[src/rtl/serial_add_seq_pkg.sv]
// Shared types and helpers for the serial (slice-per-cycle) wide adder.
package serial_add_seq_pkg;

   // Sequencer states: accept operands, add one slice per cycle, present the result.
   typedef enum logic [1:0] {
      StIdle = 2'd0,
      StRun  = 2'd1,
      StDone = 2'd2
   } state_e;

   // Number of slice additions needed for one full-width sum.
   function automatic int unsigned nslice(input int unsigned width, input int unsigned slice);
      return (slice == 0) ? 1 : width / slice;
   endfunction

   // Slice counter width; at least one bit so a single-slice build still has a counter.
   function automatic int unsigned cnt_width(input int unsigned n);
      return (n > 1) ? $clog2(n) : 1;
   endfunction

endpackage

[src/rtl/serial_add_seq_add_slice.sv]
// Narrow combinational adder slice: {cout, sum} = a + b + cin over SLICE bits.
module add_slice #(
   parameter int unsigned SLICE = 2
) (
   input  logic [SLICE-1:0] a_i,
   input  logic [SLICE-1:0] b_i,
   input  logic             cin_i,
   output logic [SLICE-1:0] sum_o,
   output logic             cout_o
);

   logic [SLICE:0] full;

   // One extra bit holds the carry out of the slice.
   always_comb begin
      full   = {1'b0, a_i} + {1'b0, b_i} + {{SLICE{1'b0}}, cin_i};
      sum_o  = full[SLICE-1:0];
      cout_o = full[SLICE];
   end

endmodule

[src/rtl/serial_add_seq.sv]
// Multi-cycle wide adder: operands are accepted over a valid/ready handshake and summed SLICE bits
// per cycle through one narrow add_slice with a registered carry. The result is held until the
// consumer takes it.
// Optional feature: define SERIAL_ADD_SEQ_OVF_EN to add io_out_ovf (two's-complement overflow).
module serial_add_seq
   import serial_add_seq_pkg::*;
#(
   parameter int unsigned WIDTH = 8,
   parameter int unsigned SLICE = 2
) (
   input  logic             clk,
   input  logic             reset,
   input  logic             io_in_valid,
   output logic             io_in_ready,
   input  logic [WIDTH-1:0] io_in_lhs,
   input  logic [WIDTH-1:0] io_in_rhs,
   input  logic             io_in_cin,
   output logic             io_out_valid,
   input  logic             io_out_ready,
   output logic [WIDTH-1:0] io_out_sum,
`ifdef SERIAL_ADD_SEQ_OVF_EN
   output logic             io_out_ovf,
`endif
   output logic             io_out_cout
);

   localparam int unsigned NSLICE = nslice(WIDTH, SLICE);
   localparam int unsigned CW     = cnt_width(NSLICE);
   localparam logic [CW-1:0] CntLast = CW'(NSLICE - 1);

   // Reject configurations the slice sequencing cannot cover exactly.
   if (SLICE == 0) begin : g_bad_slice
      $error("serial_add_seq: SLICE must be at least 1");
   end else if (SLICE > WIDTH || (WIDTH % SLICE) != 0) begin : g_bad_width
      $error("serial_add_seq: WIDTH must be a multiple of SLICE and SLICE <= WIDTH");
   end

   state_e           state_q, state_d;
   logic [CW-1:0]    cnt_q, cnt_d;
   logic             carry_q, carry_d;
   logic [WIDTH-1:0] sum_q, sum_d;
   logic [WIDTH-1:0] lhs_q, lhs_d;
   logic [WIDTH-1:0] rhs_q, rhs_d;

   logic [SLICE-1:0] slice_sum;
   logic             slice_cout;
   logic             accept;

   assign accept = io_in_valid && (state_q == StIdle);

   add_slice #(
      .SLICE (SLICE)
   ) u_add_slice (
      .a_i    (lhs_q[SLICE-1:0]),
      .b_i    (rhs_q[SLICE-1:0]),
      .cin_i  (carry_q),
      .sum_o  (slice_sum),
      .cout_o (slice_cout)
   );

   // State and datapath registers; reset drops any in-flight operation.
   always_ff @(posedge clk or negedge reset) begin
      if (!reset) begin
         state_q <= StIdle;
         cnt_q   <= '0;
         carry_q <= 1'b0;
         sum_q   <= '0;
         lhs_q   <= '0;
         rhs_q   <= '0;
      end else begin
         state_q <= state_d;
         cnt_q   <= cnt_d;
         carry_q <= carry_d;
         sum_q   <= sum_d;
         lhs_q   <= lhs_d;
         rhs_q   <= rhs_d;
      end
   end

   // Next-state: load operands on accept, add one slice per RUN cycle, hold in DONE.
   always_comb begin
      state_d = state_q;
      cnt_d   = cnt_q;
      carry_d = carry_q;
      sum_d   = sum_q;
      lhs_d   = lhs_q;
      rhs_d   = rhs_q;

      unique case (state_q)
         StIdle: begin
            if (accept) begin
               lhs_d   = io_in_lhs;
               rhs_d   = io_in_rhs;
               carry_d = io_in_cin;
               cnt_d   = '0;
               sum_d   = '0;
               state_d = StRun;
            end
         end
         StRun: begin
            // Operands shift right so the slice always sees the next unconsumed bits.
            sum_d[32'(cnt_q) * SLICE +: SLICE] = slice_sum;
            carry_d = slice_cout;
            lhs_d   = lhs_q >> SLICE;
            rhs_d   = rhs_q >> SLICE;
            cnt_d   = cnt_q + 1'b1;
            if (cnt_q == CntLast) begin
               state_d = StDone;
            end
         end
         StDone: begin
            if (io_out_ready) begin
               state_d = StIdle;
            end
         end
         default: begin
            state_d = StIdle;
         end
      endcase
   end

   // Handshake flags decode straight from state; result comes from registers only.
   always_comb begin
      io_in_ready  = (state_q == StIdle);
      io_out_valid = (state_q == StDone);
      io_out_sum   = sum_q;
      io_out_cout  = carry_q;
   end

`ifdef SERIAL_ADD_SEQ_OVF_EN
   logic lhs_msb_q, lhs_msb_d;
   logic rhs_msb_q, rhs_msb_d;

   // Operand sign bits captured at accept, since the shift registers lose them during RUN.
   always_ff @(posedge clk or negedge reset) begin
      if (!reset) begin
         lhs_msb_q <= 1'b0;
         rhs_msb_q <= 1'b0;
      end else begin
         lhs_msb_q <= lhs_msb_d;
         rhs_msb_q <= rhs_msb_d;
      end
   end

   // Sign latch update and overflow flag, qualified by DONE.
   always_comb begin
      lhs_msb_d  = lhs_msb_q;
      rhs_msb_d  = rhs_msb_q;
      if (accept) begin
         lhs_msb_d = io_in_lhs[WIDTH-1];
         rhs_msb_d = io_in_rhs[WIDTH-1];
      end
      io_out_ovf = (state_q == StDone) && (lhs_msb_q == rhs_msb_q) &&
                   (sum_q[WIDTH-1] != lhs_msb_q);
   end
`endif

endmodule

[config.mk]
export PLATFORM = sky130hd
export DESIGN_NAME = serial_add_seq
export DESIGN_NICKNAME = d
export VERILOG_FILES = /design/src/rtl/serial_add_seq_pkg.sv /design/src/rtl/serial_add_seq_add_slice.sv /design/src/rtl/serial_add_seq.sv
export SDC_FILE = /design/constraint.sdc
export NUM_CORES = 1
export LEC_CHECK = 0
export ABC_CLOCK_PERIOD_IN_PS = 2000
export BUFFER_PORTS_ARGS = -buffer_cell sky130_fd_sc_hd__buf_2
export CORE_MARGIN = 4
export CORE_UTILIZATION = 56
export CTS_BUF_LIST = sky130_fd_sc_hd__clkbuf_4 sky130_fd_sc_hd__clkbuf_8
export CTS_CLUSTER_DIAMETER = 150
export CTS_CLUSTER_SIZE = 40
export DETAILED_ROUTE_END_ITERATION = 8
export PLACE_DENSITY = 0.93
export SLEW_MARGIN = 5
export SYNTH_ARGS = -nofsm -noshare
export SYNTH_HDL_FRONTEND = slang
export SYNTH_SLANG_ARGS = --single-unit
export TNS_END_PERCENT = 5
[constraint.sdc]
create_clock -name clk -period 2 [get_ports clk]
set_input_delay 0 -clock clk [delete_from_list [all_inputs] [get_ports clk]]
set_output_delay 0 -clock clk [all_outputs]
set_load 0.01 [all_outputs]
## Word level (Yosys, flattened, before mapping)

Index checks and enable logic that the tools add are counted.

| storage, ports and cells | value |
|---|---|
| flip-flop bits (word level) | 29 |
| input bits | 21 |
| output and inout port bits | 11 |
| word-level logic and storage cells | 38 |

| cells by class | value |
|---|---|
| add/subtract/negate cells | 4 |
| eq/ne operators | 6 |
| shifts and indexed selects | 2 |
| multiplexer cells | 15 |
| reduce and logical (&&, ||, !) cells | 5 |

Operators by type and width:

| kind | count |
|---|---|
| $pmux W8 S2 | 3 |
| $neg A3 Y34 | 1 |
| $shift A2 B34 Y8 const A | 1 |
| $shiftx A2 B34 Y8 | 1 |
| $mux W8 | 3 |
| $bwmux W8 | 1 |
| $mux W2 | 4 |
| $pmux W2 S3 | 1 |
| $eq A2 B2 Y1 const B | 2 |
| $ne A2 B1 Y1 const B | 2 |
| $pmux W2 S2 | 1 |
| $add A2 B2 Y3 | 1 |
| $add A3 B1 Y3 | 1 |
| $reduce_and A3 Y1 | 1 |
| $add A2 B1 Y2 const B | 1 |
| $eq A2 B1 Y1 const B | 1 |
| $logic_not A2 Y1 | 1 |
| $ne A2 B2 Y1 const B | 1 |
| $pmux W1 S2 | 1 |
| $reduce_and A2 Y1 | 1 |
| $reduce_bool A2 Y1 | 1 |
| $logic_and A1 B1 Y1 | 1 |
| $mux W1 | 1 |

## Longest topological paths before layout

Gate-level depths: netlist of the first run.

| depth | value |
|---|---|
| depth after elaboration | 5 |
| depth in mapped cells | 5 |
| depth with buffers taken out | 5 |

## Modules after synthesis

From an unflattened synthesis of the first run, not the netlist that was laid out.

| unflattened totals | value |
|---|---|
| cells, all modules | 156 |
| area total of the unflattened synthesis | 1570.3 um^2 |

By module, submodules not included:

| module | times used | cells each | area each (um^2) | seq. area each (um^2) |
|---|---|---|---|---|
| serial_add_seq | 1 | 146 | 1500.2 | 725.7 |
| add_slice | 1 | 10 | 70.1 | 0.0 |

## Least setup slack after synthesis of the first run

Ideal clock, no wire load.

| timing path | value |
|---|---|
| kind | reg-to-reg |
| from | reg carry_q, in the netlist io_out_cout |
| to | reg sum_q[1], in the netlist io_out_sum[1] |
| library setup time | 0.082 ns |
| arrival | 1.600 ns |
| required time | 1.918 ns |
| path slack | 0.318 ns |
| cell stages (with the launch flop) | 5 |
| buffers on the path | 0 |
| period minus slack after synthesis | 1.682 ns |
| cell sequence | dfrtp_1 fa_1 fa_1 nand2b_1 o22ai_1 |

| between the ends | value |
|---|---|
| cells in the longest elaborated chain, start to end | 4 |

Ends and longest elaborated chain:

| element | line | text |
|---|---|---|
| start, declared | serial_add_seq.sv:40 | `logic carry_q, carry_d;` |
| start signal, assigned | serial_add_seq.sv:73 | `carry_q <= carry_d;` |
| $add A3 B1 Y3 | serial_add_seq_add_slice.sv:16 | `full = {1'b0, a_i} + {1'b0, b_i} + {{SLICE{1'b0}}, cin_i};` |
| $shiftx A2 B34 Y8 | serial_add_seq.sv:102 | `sum_d[32'(cnt_q) * SLICE +: SLICE] = slice_sum;` |
| $bwmux W8 | serial_add_seq.sv:102 |  |
| $pmux W8 S2 | serial_add_seq.sv:89 | `unique case (state_q)` |
| end signal, assigned | serial_add_seq.sv:74 | `sum_q <= sum_d;` |
| end, declared | serial_add_seq.sv:41 | `logic [WIDTH-1:0] sum_q, sum_d;` |

No other way between the ends.
A chain may end at the register's enable or synchronous reset.

## Worst setup path after layout of the first run

Same ends and word-level chain as after synthesis.

==> run summary, run 1 <==
pre-CTS setup slack - 0.289 ns
post-CTS setup buffer count - 0
Bufs on Longest Clock Path - 2
most frequent cell on the critical path - fa_1
drt drc - 0
RSZ-0062 raised after global routing - no
share of cells above drive strength 1 - 0.234
CTS H-tree lvls - 2
maxcap violations - 0
VDD IR max - 0.00101 V
fmax - 0.578 GHz
fillers - 173
Sw Share - 0.406
Die X - 59.9 um
Syn Inst Count - 146
most common cell after layout, fill and taps aside - buf_2
syn_nets - 173
Die Y - 59.9 um
RePlAce Congestion - 0.793
clock skew - 0.00875 ns
post-route minimum period - 1.73 ns
setup_tns - 0 ns
Distinct cells, synth - 28
Seq cells post-synth - 29
WL met1 - 1.45 mm
# diodes - 0
Clk pwr share - 0.164
post-placement cell area - 1650 um2
Design Area, Final - 1890 um2
max-slew violations - 0
Least-Margin Pin Slew - 0.638 ns
YS warnings - 0
FP Rows - 18
TritonCTS buffer count - 5
post-CTS sizing - 0
crit path DAT - 1.99 ns
TritonCTS clock tree - built
status - complete, no violations
CP Buf/Inv Count - 0
worst setup path category - flip-flop to flip-flop
crit path cell chain - fa_1 -> fa_1 -> nand2b_1 -> o22ai_1
PnR worst setup slack - 0.270 ns
Mapped Area - 1510 um2
slowest stage delay, CP - 0.54 ns
DR pass1 iterations - 4
share of power burned in registers - 0.383
post-detailed-placement half-perimeter wirelength - 2.28 mm
largest net degree at the start of global routing - 30
vias in the first global route - 1319
Seq/Total Area, Yosys - 0.481
antenna violations before repair - 0
met2 WL - 1.72 mm
final WL - 3.46 mm
Rel. slew slack - 0.574
nature of the critical path endpoint - flip-flop
Clk Tree Root Cell - clkbuf_4
Initial Util - 0.598
Leakage Power - 0.914 nW
latest clock arrival within the worst-skew pair - 0.34 ns
vias - 1324
CP top delay family - adder cells
Synth-to-Final Area Change - 25.5%
port buffer count - 31
Final ANT Viol Nets - 0
Initial DRC Count - 27
Net Sw Power - 0.00104 W
max layer used - met4
CP max stage cell - fa_1
final hold viol count - 0
met3 WL post-DR - 225 um
Int Pwr - 0.00151 W
Setup-failing EPs final - 0
Power, Total - 0.00255 W
CP startpoint kind - flip-flop
total track usage - 0.224
part of the cycle the worst path needs - 0.865
CP required - 2.26 ns
final net count - 223
Syn Area/Cell - 10.3 um2
commonest cells after routing, fill and taps aside - buf_2 (31), dfrtp_1 (29), dlygate4sd3_1 (17), nand2_1 (15)
average routed wire per standard cell - 15.3 um
pwr dens - 1350 nW/um2
first-pass GRT wire length - 6.01 mm
GRT Residual Overflow - 0
HP Class - input port to flip-flop
CTS sink cnt - 29
die area - 3590 um2
Comb pwr share - 0.454
via-per-instance ratio - 5.83
core area - 2520 um2
Crit Path Max Fanout - 4
clock-pin slew on the worst setup and hold paths - 0.10 ns
IO Count - 32
layer usage:
metal,vias up,track usage
li1,615,-
met1,646,0.266
met2,52,0.381
met3,11,0.0562
met4,0,0.0918
met5,-,0
cell type report:
class                   count  area, um2  share of cell area
clock buffers               7       65.1              0.0344
clock inverters             1       5.00             0.00264
inverters                   8       30.0              0.0159
multi-input cells         101        682               0.360
flip-flops and latches     29        726               0.383
well taps                  30       37.5              0.0198
repair buffers             51        348               0.184
logic make-up (layout without fill, tap and decap cells):
family | count (synthesis) | in the layout | synth area share
adders and majority gates | 6 | 6 | 0.0597
and+or+nand+nor | 40 | 40 | 0.152
buffers and inverters | 16 | 67 | 0.0672
DFF | 29 | 29 | 0.481
AOI/OAI and AO/OA | 55 | 55 | 0.240
Yosys cell counts (all sizes together):
| cell type | instances | share of area |
|---|---|---|
| fa | 2 | 0.027 |
| o21ai | 15 | 0.050 |
| o22ai | 4 | 0.017 |
| a21o | 2 | 0.0099 |
| ha | 4 | 0.033 |
| buf | 7 | 0.045 |
| nand2b | 4 | 0.022 |
| a22o | 6 | 0.035 |
| nand3 | 2 | 0.0066 |
| and4 | 2 | 0.012 |
| o21bai | 1 | 0.012 |
| nor2 | 2 | 0.0050 |
| inv | 8 | 0.020 |
| nor2b | 13 | 0.061 |
| dfrtp | 29 | 0.48 |
| a21oi | 12 | 0.040 |
| a32o | 2 | 0.013 |
| clkbuf | 1 | 0.0025 |
| and2 | 1 | 0.0041 |
| a31oi | 1 | 0.0041 |
| nand2 | 15 | 0.037 |
| a22oi | 12 | 0.060 |
| and2b | 1 | 0.0050 |
state kept, by name, summed over array words and instances (netlist names):
signal / cells
cnt_q: 2
io_out_cout: 1
io_out_sum: 8
lhs_q: 8
rhs_q: 8
state_q: 2
worst reg2reg max path, stage by stage (launching register included):
cell      delay [ns]
dfrtp_1         0.43
fa_1            0.44
fa_1            0.54
nand2b_1        0.08
o22ai_1         0.16
final timing paths:
path	startpoint	endpoint	slack, ns	depth (start not counted)
setup / recovery	io_out_cout	io_out_sum[1]	0.27	4
hold / removal	io_in_lhs[4]	lhs_q[4]	0.002	3
setup reg to reg	io_out_cout	io_out_sum[1]	0.27	4
hold reg to reg	lhs_q[3]	lhs_q[3]	0.50	2
max in group asynchronous	reset	state_q[0]	1.37	2
min in group asynchronous	reset	io_out_sum[4]	0.20	2
power by group through the flow:
stage	Combinational (W)	Sequential (W)	Clock, W
after floorplan	0.000885	0.000958	0
after CTS	0.00115	0.000974	0.000423
final	0.00116	0.000975	0.000417
after global routing	0.00130	0.00101	0.000451
after detailed placement	0.00112	0.000986	0
after global placement	0.00107	0.000970	0
per-stage QoR:
step                hold WS (ns)  cells   util
finish                   0.00169    227  0.750
detailed placement        0.0590    202  0.655
floorplan                 -0.296    146      -
CTS                      0.00365    227  0.750
global placement          0.0465    202  0.655
global route              0.0447    227  0.750
repair_timing:
action                                  CTS  global route
endpoints found under the hold margin    45             0
endpoints found under the setup margin    0             0
hold buffers                             17             0
No activity file was read; power rests on OpenSTA's default activity.
==> run 2: changes to the inputs <==
--- a/config.mk
+++ b/config.mk
@@ -5,15 +5,16 @@
 export SDC_FILE = /design/constraint.sdc
 export NUM_CORES = 1
 export LEC_CHECK = 0
-export ABC_CLOCK_PERIOD_IN_PS = 2000
+export ABC_CLOCK_PERIOD_IN_PS = 1400
 export BUFFER_PORTS_ARGS = -buffer_cell sky130_fd_sc_hd__buf_2
+export CORE_ASPECT_RATIO = 1.2
 export CORE_MARGIN = 4
-export CORE_UTILIZATION = 56
+export CORE_UTILIZATION = 50
 export CTS_BUF_LIST = sky130_fd_sc_hd__clkbuf_4 sky130_fd_sc_hd__clkbuf_8
 export CTS_CLUSTER_DIAMETER = 150
 export CTS_CLUSTER_SIZE = 40
 export DETAILED_ROUTE_END_ITERATION = 8
-export PLACE_DENSITY = 0.93
+export PLACE_DENSITY = 0.88
 export SLEW_MARGIN = 5
 export SYNTH_ARGS = -nofsm -noshare
 export SYNTH_HDL_FRONTEND = slang
==> constraint.sdc (replaced) <==
create_clock -name clk -period 1.4 [get_ports clk]
set_input_delay 0 -clock clk [delete_from_list [all_inputs] [get_ports clk]]
set_output_delay 0 -clock clk [all_outputs]
set_load 0.01 [all_outputs]
==> run 2 against run 1 <==
Effect of this change:
- first-iteration DRC count increased by 63%
- combinational power up 57%
- the flow now finishes with violations (setup timing)
- register-to-register slack lost 0.55 ns
- sequential power increased by 45%
- cell area grew 5.3%
- routed wire length is 9.8% higher
- setup slack worse by 0.55 ns
- critical endpoint unchanged
- largest cell class unchanged
- via count up 2.6%
==> run summary, run 2 (same netlist as run 1, synthesis figures left out) <==
clock-pin slew on the worst setup and hold paths - 0.09 ns (was 0.10 ns)
RSZ-0062 raised after global routing - yes (was no)
status - finished with violations (was complete, no violations)
CP Buf/Inv Count - 0 (unchanged)
average routed wire per standard cell - 15.7 um (was 15.3 um)
via-per-instance ratio - 5.59 (was 5.83)
Die Y - 68.2 um (was 59.9 um)
# placed instances - 215 (was 202)
CTS sink cnt - 29 (unchanged)
PnR worst setup slack - -0.285 ns (was 0.270 ns)
nature of the critical path endpoint - flip-flop (unchanged)
Sw Share - 0.399 (was 0.406)
port buffer count - 31 (unchanged)
Rel. slew slack - 0.565 (was 0.574)
Initial DRC Count - 44 (was 27)
DR pass1 iterations - 4 (unchanged)
part of the cycle the worst path needs - 1.20 (was 0.865)
commonest cells after routing, fill and taps aside - buf_2 (31), dfrtp_1 (27), dlygate4sd3_1 (20), nand2_1 (15) (was buf_2 (31), dfrtp_1 (29), dlygate4sd3_1 (17), nand2_1 (15))
CTS H-tree lvls - 2 (unchanged)
post-detailed-placement half-perimeter wirelength - 2.57 mm (was 2.28 mm)
Final ANT Viol Nets - 0 (unchanged)
pwr dens - 1900 nW/um2 (was 1350 nW/um2)
crit path cell chain - fa_2 -> fa_1 -> nand2b_1 -> o22ai_1 (was fa_1 -> fa_1 -> nand2b_1 -> o22ai_1)
TritonCTS buffer count - 5 (unchanged)
most common cell after layout, fill and taps aside - buf_2 (unchanged)
violated checks - setup timing
Int Pwr - 0.00227 W (was 0.00151 W)
FP Rows - 21 (was 18)
Initial Util - 0.532 (was 0.598)
Clk Tree Root Cell - clkbuf_4 (unchanged)
final WL - 3.80 mm (was 3.46 mm)
TritonCTS clock tree - built (unchanged)
drt drc - 0 (unchanged)
RePlAce Congestion - 0.807 (was 0.793)
share of power burned in registers - 0.374 (was 0.383)
CP top delay family - adder cells (unchanged)
# diodes - 0 (unchanged)
Synth-to-Final Area Change - 32.1% (was 25.5%)
first-pass GRT wire length - 6.53 mm (was 6.01 mm)
CP startpoint kind - flip-flop (unchanged)
vias - 1358 (was 1324)
fmax - 0.594 GHz (was 0.578 GHz)
GRT Residual Overflow - 0 (unchanged)
maxcap violations - 0 (unchanged)
Leakage Power - 0.961 nW (was 0.914 nW)
CP required - 1.65 ns (was 2.26 ns)
non-filler instance count after layout - 243 (was 227)
Bufs on Longest Clock Path - 2 (unchanged)
HP Class - input port to asynchronous set/reset pin (was input port to flip-flop)
Die X - 58.2 um (was 59.9 um)
Crit Path Max Fanout - 3 (was 4)
VDD IR max - 0.00127 V (was 0.00101 V)
CP max stage cell - fa_1 (unchanged)
latest clock arrival within the worst-skew pair - 0.33 ns (was 0.34 ns)
post-CTS setup buffer count - 0 (unchanged)
Net Sw Power - 0.00151 W (was 0.00104 W)
largest net degree at the start of global routing - 30 (unchanged)
core area - 2840 um2 (was 2520 um2)
Setup-failing EPs final - 5 (was 0)
IO Count - 32 (unchanged)
final net count - 235 (was 223)
max-slew violations - 0 (unchanged)
final hold viol count - 0 (unchanged)
post-route minimum period - 1.68 ns (was 1.73 ns)
die area - 3960 um2 (was 3590 um2)
Power, Total - 0.00378 W (was 0.00255 W)
Least-Margin Pin Slew - 0.653 ns (was 0.638 ns)
crit path DAT - 1.94 ns (was 1.99 ns)
total track usage - 0.223 (was 0.224)
antenna violations before repair - 0 (unchanged)
setup_tns - -1.05 ns (was 0 ns)
Comb pwr share - 0.482 (was 0.454)
worst hold slack - 0.217 ns (was 0.00169 ns)
slowest stage delay, CP - 0.54 ns (about the same)
worst setup path category - flip-flop to flip-flop (unchanged)
Clk pwr share - 0.144 (was 0.164)
vias in the first global route - 1500 (was 1319)
share of cells above drive strength 1 - 0.287 (was 0.234)
clock skew - 0.00784 ns (was 0.00875 ns)
==> run 2: cell types whose count changed in the layout (fill, tap and decap cells not counted), sizes merged <==
| cell | delta |
|---|---|
| clkbuf | +1 |
| dlygate4sd3 | +3 |
| buf | +9 |
| clkinv | -1 |
==> run 2: what timing repair did <==
| item | in CTS | in global routing |
|---|---|---|
| hold buffers | 20 | 0 |
| endpoints found under the setup margin | 5 | 10 |
| pin swaps | 2 | 4 |
| resized for setup | 0 | 3 |
| endpoints found under the hold margin | 48 | 0 |
==> run 2: worst reg2reg max path: stages (launching register included) <==
cell,delay (ns)
dfrtp_1,0.41
fa_2,0.39
fa_1,0.54
nand2b_1,0.10
o22ai_1,0.17
==> run 2: cell type report <==
cell class | instances | area [um2]
flip-flops and latches | 29 | 728
multi-input cells | 101 | 687
inverters | 8 | 30.0
fillers | 219 | 845
clock buffers | 8 | 60.1
well taps | 34 | 42.5
repair buffers | 63 | 445
==> run 2: worst paths after layout <==
path | slack (ns) | start | to | depth (start not counted)
max | -0.28 | rhs_q[0] | io_out_sum[1] | 4
min | 0.22 | reset | io_out_sum[1] | 2
max reg2reg | -0.28 | rhs_q[0] | io_out_sum[1] | 4
min reg2reg | 0.49 | rhs_q[3] | rhs_q[3] | 2
max in group asynchronous | 0.71 | reset | io_out_cout | 2
min in group clk | 0.45 | io_in_lhs[6] | lhs_q[6] | 3
==> run 2: per-layer routing <==
layer	wire, um	global-route usage	up-vias
met2	2020	0.412	49
met1	1460	0.219	657
met5	0	0	-
li1	-	-	639
met3	184	0.0623	13
met4	144	0.133	0
==> run 2: through the flow <==
stage | utilization | setup WS [ns] | area (um2)
after floorplan | - | -0.199 | 1510
after global placement | 0.609 | -0.228 | 1730
after detailed placement | 0.609 | -0.304 | 1730
after CTS | 0.701 | -0.281 | 1990
after global routing | 0.702 | -0.338 | 1990
final | 0.702 | -0.285 | 1990
==> run 2: power groups by stage <==
stage / combinational, W / sequential [W] / clock (W)
global placement: 0.00167 / 0.00139 / 0
detailed placement: 0.00175 / 0.00142 / 0
finish: 0.00182 / 0.00141 / 0.000543
global route: 0.00203 / 0.00146 / 0.000605
CTS: 0.00180 / 0.00141 / 0.000565
floorplan: 0.00127 / 0.00137 / 0
==> run 3: changes to the inputs <==
--- a/config.mk
+++ b/config.mk
@@ -7,7 +7,7 @@
 export LEC_CHECK = 0
 export ABC_CLOCK_PERIOD_IN_PS = 1400
 export BUFFER_PORTS_ARGS = -buffer_cell sky130_fd_sc_hd__buf_2
-export CORE_ASPECT_RATIO = 1.2
+export CORE_ASPECT_RATIO = 0.9
 export CORE_MARGIN = 4
 export CORE_UTILIZATION = 50
 export CTS_BUF_LIST = sky130_fd_sc_hd__clkbuf_4 sky130_fd_sc_hd__clkbuf_8
==> run 3 against run 2 <==
Effect of this change:
- the flow still finishes with violations (setup timing)
- critical path depth stayed put
- sequential share of layout area decreased by 0.25 points
- sequential cell count is the same
- non-clock buffer count unchanged
- clock power fell by 0.9%
- routed wire length down 8.6%
- highest routed layer unchanged
- global-route usage down 1.3 points
- largest cell class unchanged
==> run summary, run 3 (same netlist as run 1, synthesis figures left out) <==
IO Count - 32 (unchanged)
R2R setup slack - -0.30 ns (was -0.28 ns)
Final ANT Viol Nets - 0 (unchanged)
Design Area, Final - 2000 um2 (was 1990 um2)
TritonCTS buffer count - 5 (unchanged)
most common cell after layout, fill and taps aside - buf_2 (unchanged)
HP Class - input port to flip-flop (was input port to asynchronous set/reset pin)
vias - 1330 (was 1358)
Crit Path Max Fanout - 3 (unchanged)
total track usage - 0.209 (was 0.223)
crit path DAT - 1.95 ns (was 1.94 ns)
fmax - 0.590 GHz (was 0.594 GHz)
pwr dens - 1890 nW/um2 (was 1900 nW/um2)
post-route minimum period - 1.70 ns (was 1.68 ns)
Setup-failing EPs final - 6 (was 5)
via-per-instance ratio - 5.34 (was 5.59)
vias in the first global route - 1367 (was 1500)
crit path cell chain - fa_2 -> fa_1 -> nand2b_1 -> o22ai_1 (unchanged)
latest clock arrival within the worst-skew pair - 0.33 ns (about the same)
FP Rows - 18 (was 21)
share of cells above drive strength 1 - 0.292 (was 0.287)
Rel. slew slack - 0.575 (was 0.565)
Die Y - 60.1 um (was 68.2 um)
drt drc - 0 (unchanged)
CP Buf/Inv Count - 0 (unchanged)
post-detailed-placement half-perimeter wirelength - 2.45 mm (was 2.57 mm)
DR pass1 iterations - 4 (unchanged)
Initial DRC Count - 45 (was 44)
CP top delay family - adder cells (unchanged)
Die X - 65.9 um (was 58.2 um)
CP max stage cell - fa_1 (unchanged)
port buffer count - 31 (unchanged)
RSZ-0062 raised after global routing - yes (unchanged)
final net count - 235 (unchanged)
max-slew violations - 0 (unchanged)
TritonCTS clock tree - built (unchanged)
CTS sink cnt - 29 (unchanged)
final WL - 3.48 mm (was 3.80 mm)
clock skew - 0.00510 ns (was 0.00784 ns)
largest net degree at the start of global routing - 30 (unchanged)
RePlAce Congestion - 0.860 (was 0.807)
commonest cells after routing, fill and taps aside - buf_2 (31), dfrtp_1 (28), dlygate4sd3_1 (19), nand2_1 (15), buf_4 (13) (was buf_2 (31), dfrtp_1 (27), dlygate4sd3_1 (20), nand2_1 (15))
average routed wire per standard cell - 14.0 um (was 15.7 um)
antenna violations before repair - 0 (unchanged)
status - finished with violations (unchanged)
VDD IR max - 0.00102 V (was 0.00127 V)
die area - 3960 um2 (about the same)
core area - 2820 um2 (was 2840 um2)
GRT Residual Overflow - 0 (unchanged)
worst hold slack - 0.0961 ns (was 0.217 ns)
Initial Util - 0.536 (was 0.532)
Synth-to-Final Area Change - 32.8% (was 32.1%)
CP startpoint kind - flip-flop (unchanged)
clock-pin slew on the worst setup and hold paths - 0.09 ns (about the same)
violated checks - setup timing (unchanged)
nature of the critical path endpoint - flip-flop (unchanged)
PnR worst setup slack - -0.296 ns (was -0.285 ns)
Least-Margin Pin Slew - 0.638 ns (was 0.653 ns)
# diodes - 0 (unchanged)
worst setup path category - flip-flop to flip-flop (unchanged)
CP required - 1.66 ns (was 1.65 ns)
maxcap violations - 0 (unchanged)
first-pass GRT wire length - 6.08 mm (was 6.53 mm)
part of the cycle the worst path needs - 1.21 (was 1.20)
slowest stage delay, CP - 0.56 ns (was 0.54 ns)
final hold viol count - 0 (unchanged)
post-placement cell area - 1740 um2 (was 1730 um2)
Bufs on Longest Clock Path - 2 (unchanged)
Leakage Power - 0.965 nW (was 0.961 nW)
CTS H-tree lvls - 2 (unchanged)
Layout Utilization - 0.712 (was 0.702)
Clk Tree Root Cell - clkbuf_4 (unchanged)
-- run 3: path summary, 6_finish.rpt --
| check | from | to | cells past startpoint |
|---|---|---|---|
| hold / removal | io_in_valid | state_q[0] | 3 |
| min in group asynchronous | reset | io_out_sum[0] | 2 |
| setup reg to reg | rhs_q[0] | io_out_sum[1] | 4 |
| hold reg to reg | lhs_q[4] | lhs_q[4] | 2 |
| setup / recovery | rhs_q[0] | io_out_sum[1] | 4 |
| max in group asynchronous | reset | io_out_cout | 2 |
-- run 3: area by class of cell --
| type | count | area (um2) |
|---|---|---|
| Timing Repair Buffer | 63 | 443 |
| Sequential cell | 29 | 727 |
| Multi-Input combinational cell | 101 | 693 |
| Clock buffer | 8 | 60.1 |
| Tap cell | 40 | 50.0 |
| Inverter | 8 | 30.0 |
| Fill cell | 217 | 812 |
-- run 3: repair_timing --
item                                    CTS  global route
buffers inserted                          1             0
resized for setup                         0             3
endpoints found under the hold margin    47             0
hold buffers                             19             0
pin swaps                                 1             0
endpoints found under the setup margin    6             8
-- run 3: worst reg2reg max path: stages (launching register included) --
cell and delay (ns):
dfrtp_1 0.41, fa_2 0.40, fa_1 0.56, nand2b_1 0.10, o22ai_1 0.15
-- run 3: routing by layer --
metal	up-vias	global-route usage	routed length [um]
met5	-	0	0
met3	12	0.0752	227
li1	640	-	-
met1	636	0.236	1400
met4	0	0.0976	108
met2	42	0.354	1740
-- run 3: where the power goes --
group          leakage (nW)  switching (W)  internal [W]
clock network        0.0368       0.000280      0.000258
logic                 0.547       0.000971      0.000892
registers             0.381       0.000248       0.00114
-- run 3: per-stage QoR --
stage | TNS [ns] | cells | worst slack (ns) | total power (W)
global route | -1.61 | 249 | -0.362 | 0.00412
global placement | -0.971 | 221 | -0.228 | 0.00306
detailed placement | -1.17 | 221 | -0.277 | 0.00318
CTS | -1.19 | 249 | -0.276 | 0.00378
finish | -1.23 | 249 | -0.296 | 0.00379
floorplan | -0.873 | 146 | -0.199 | 0.00264
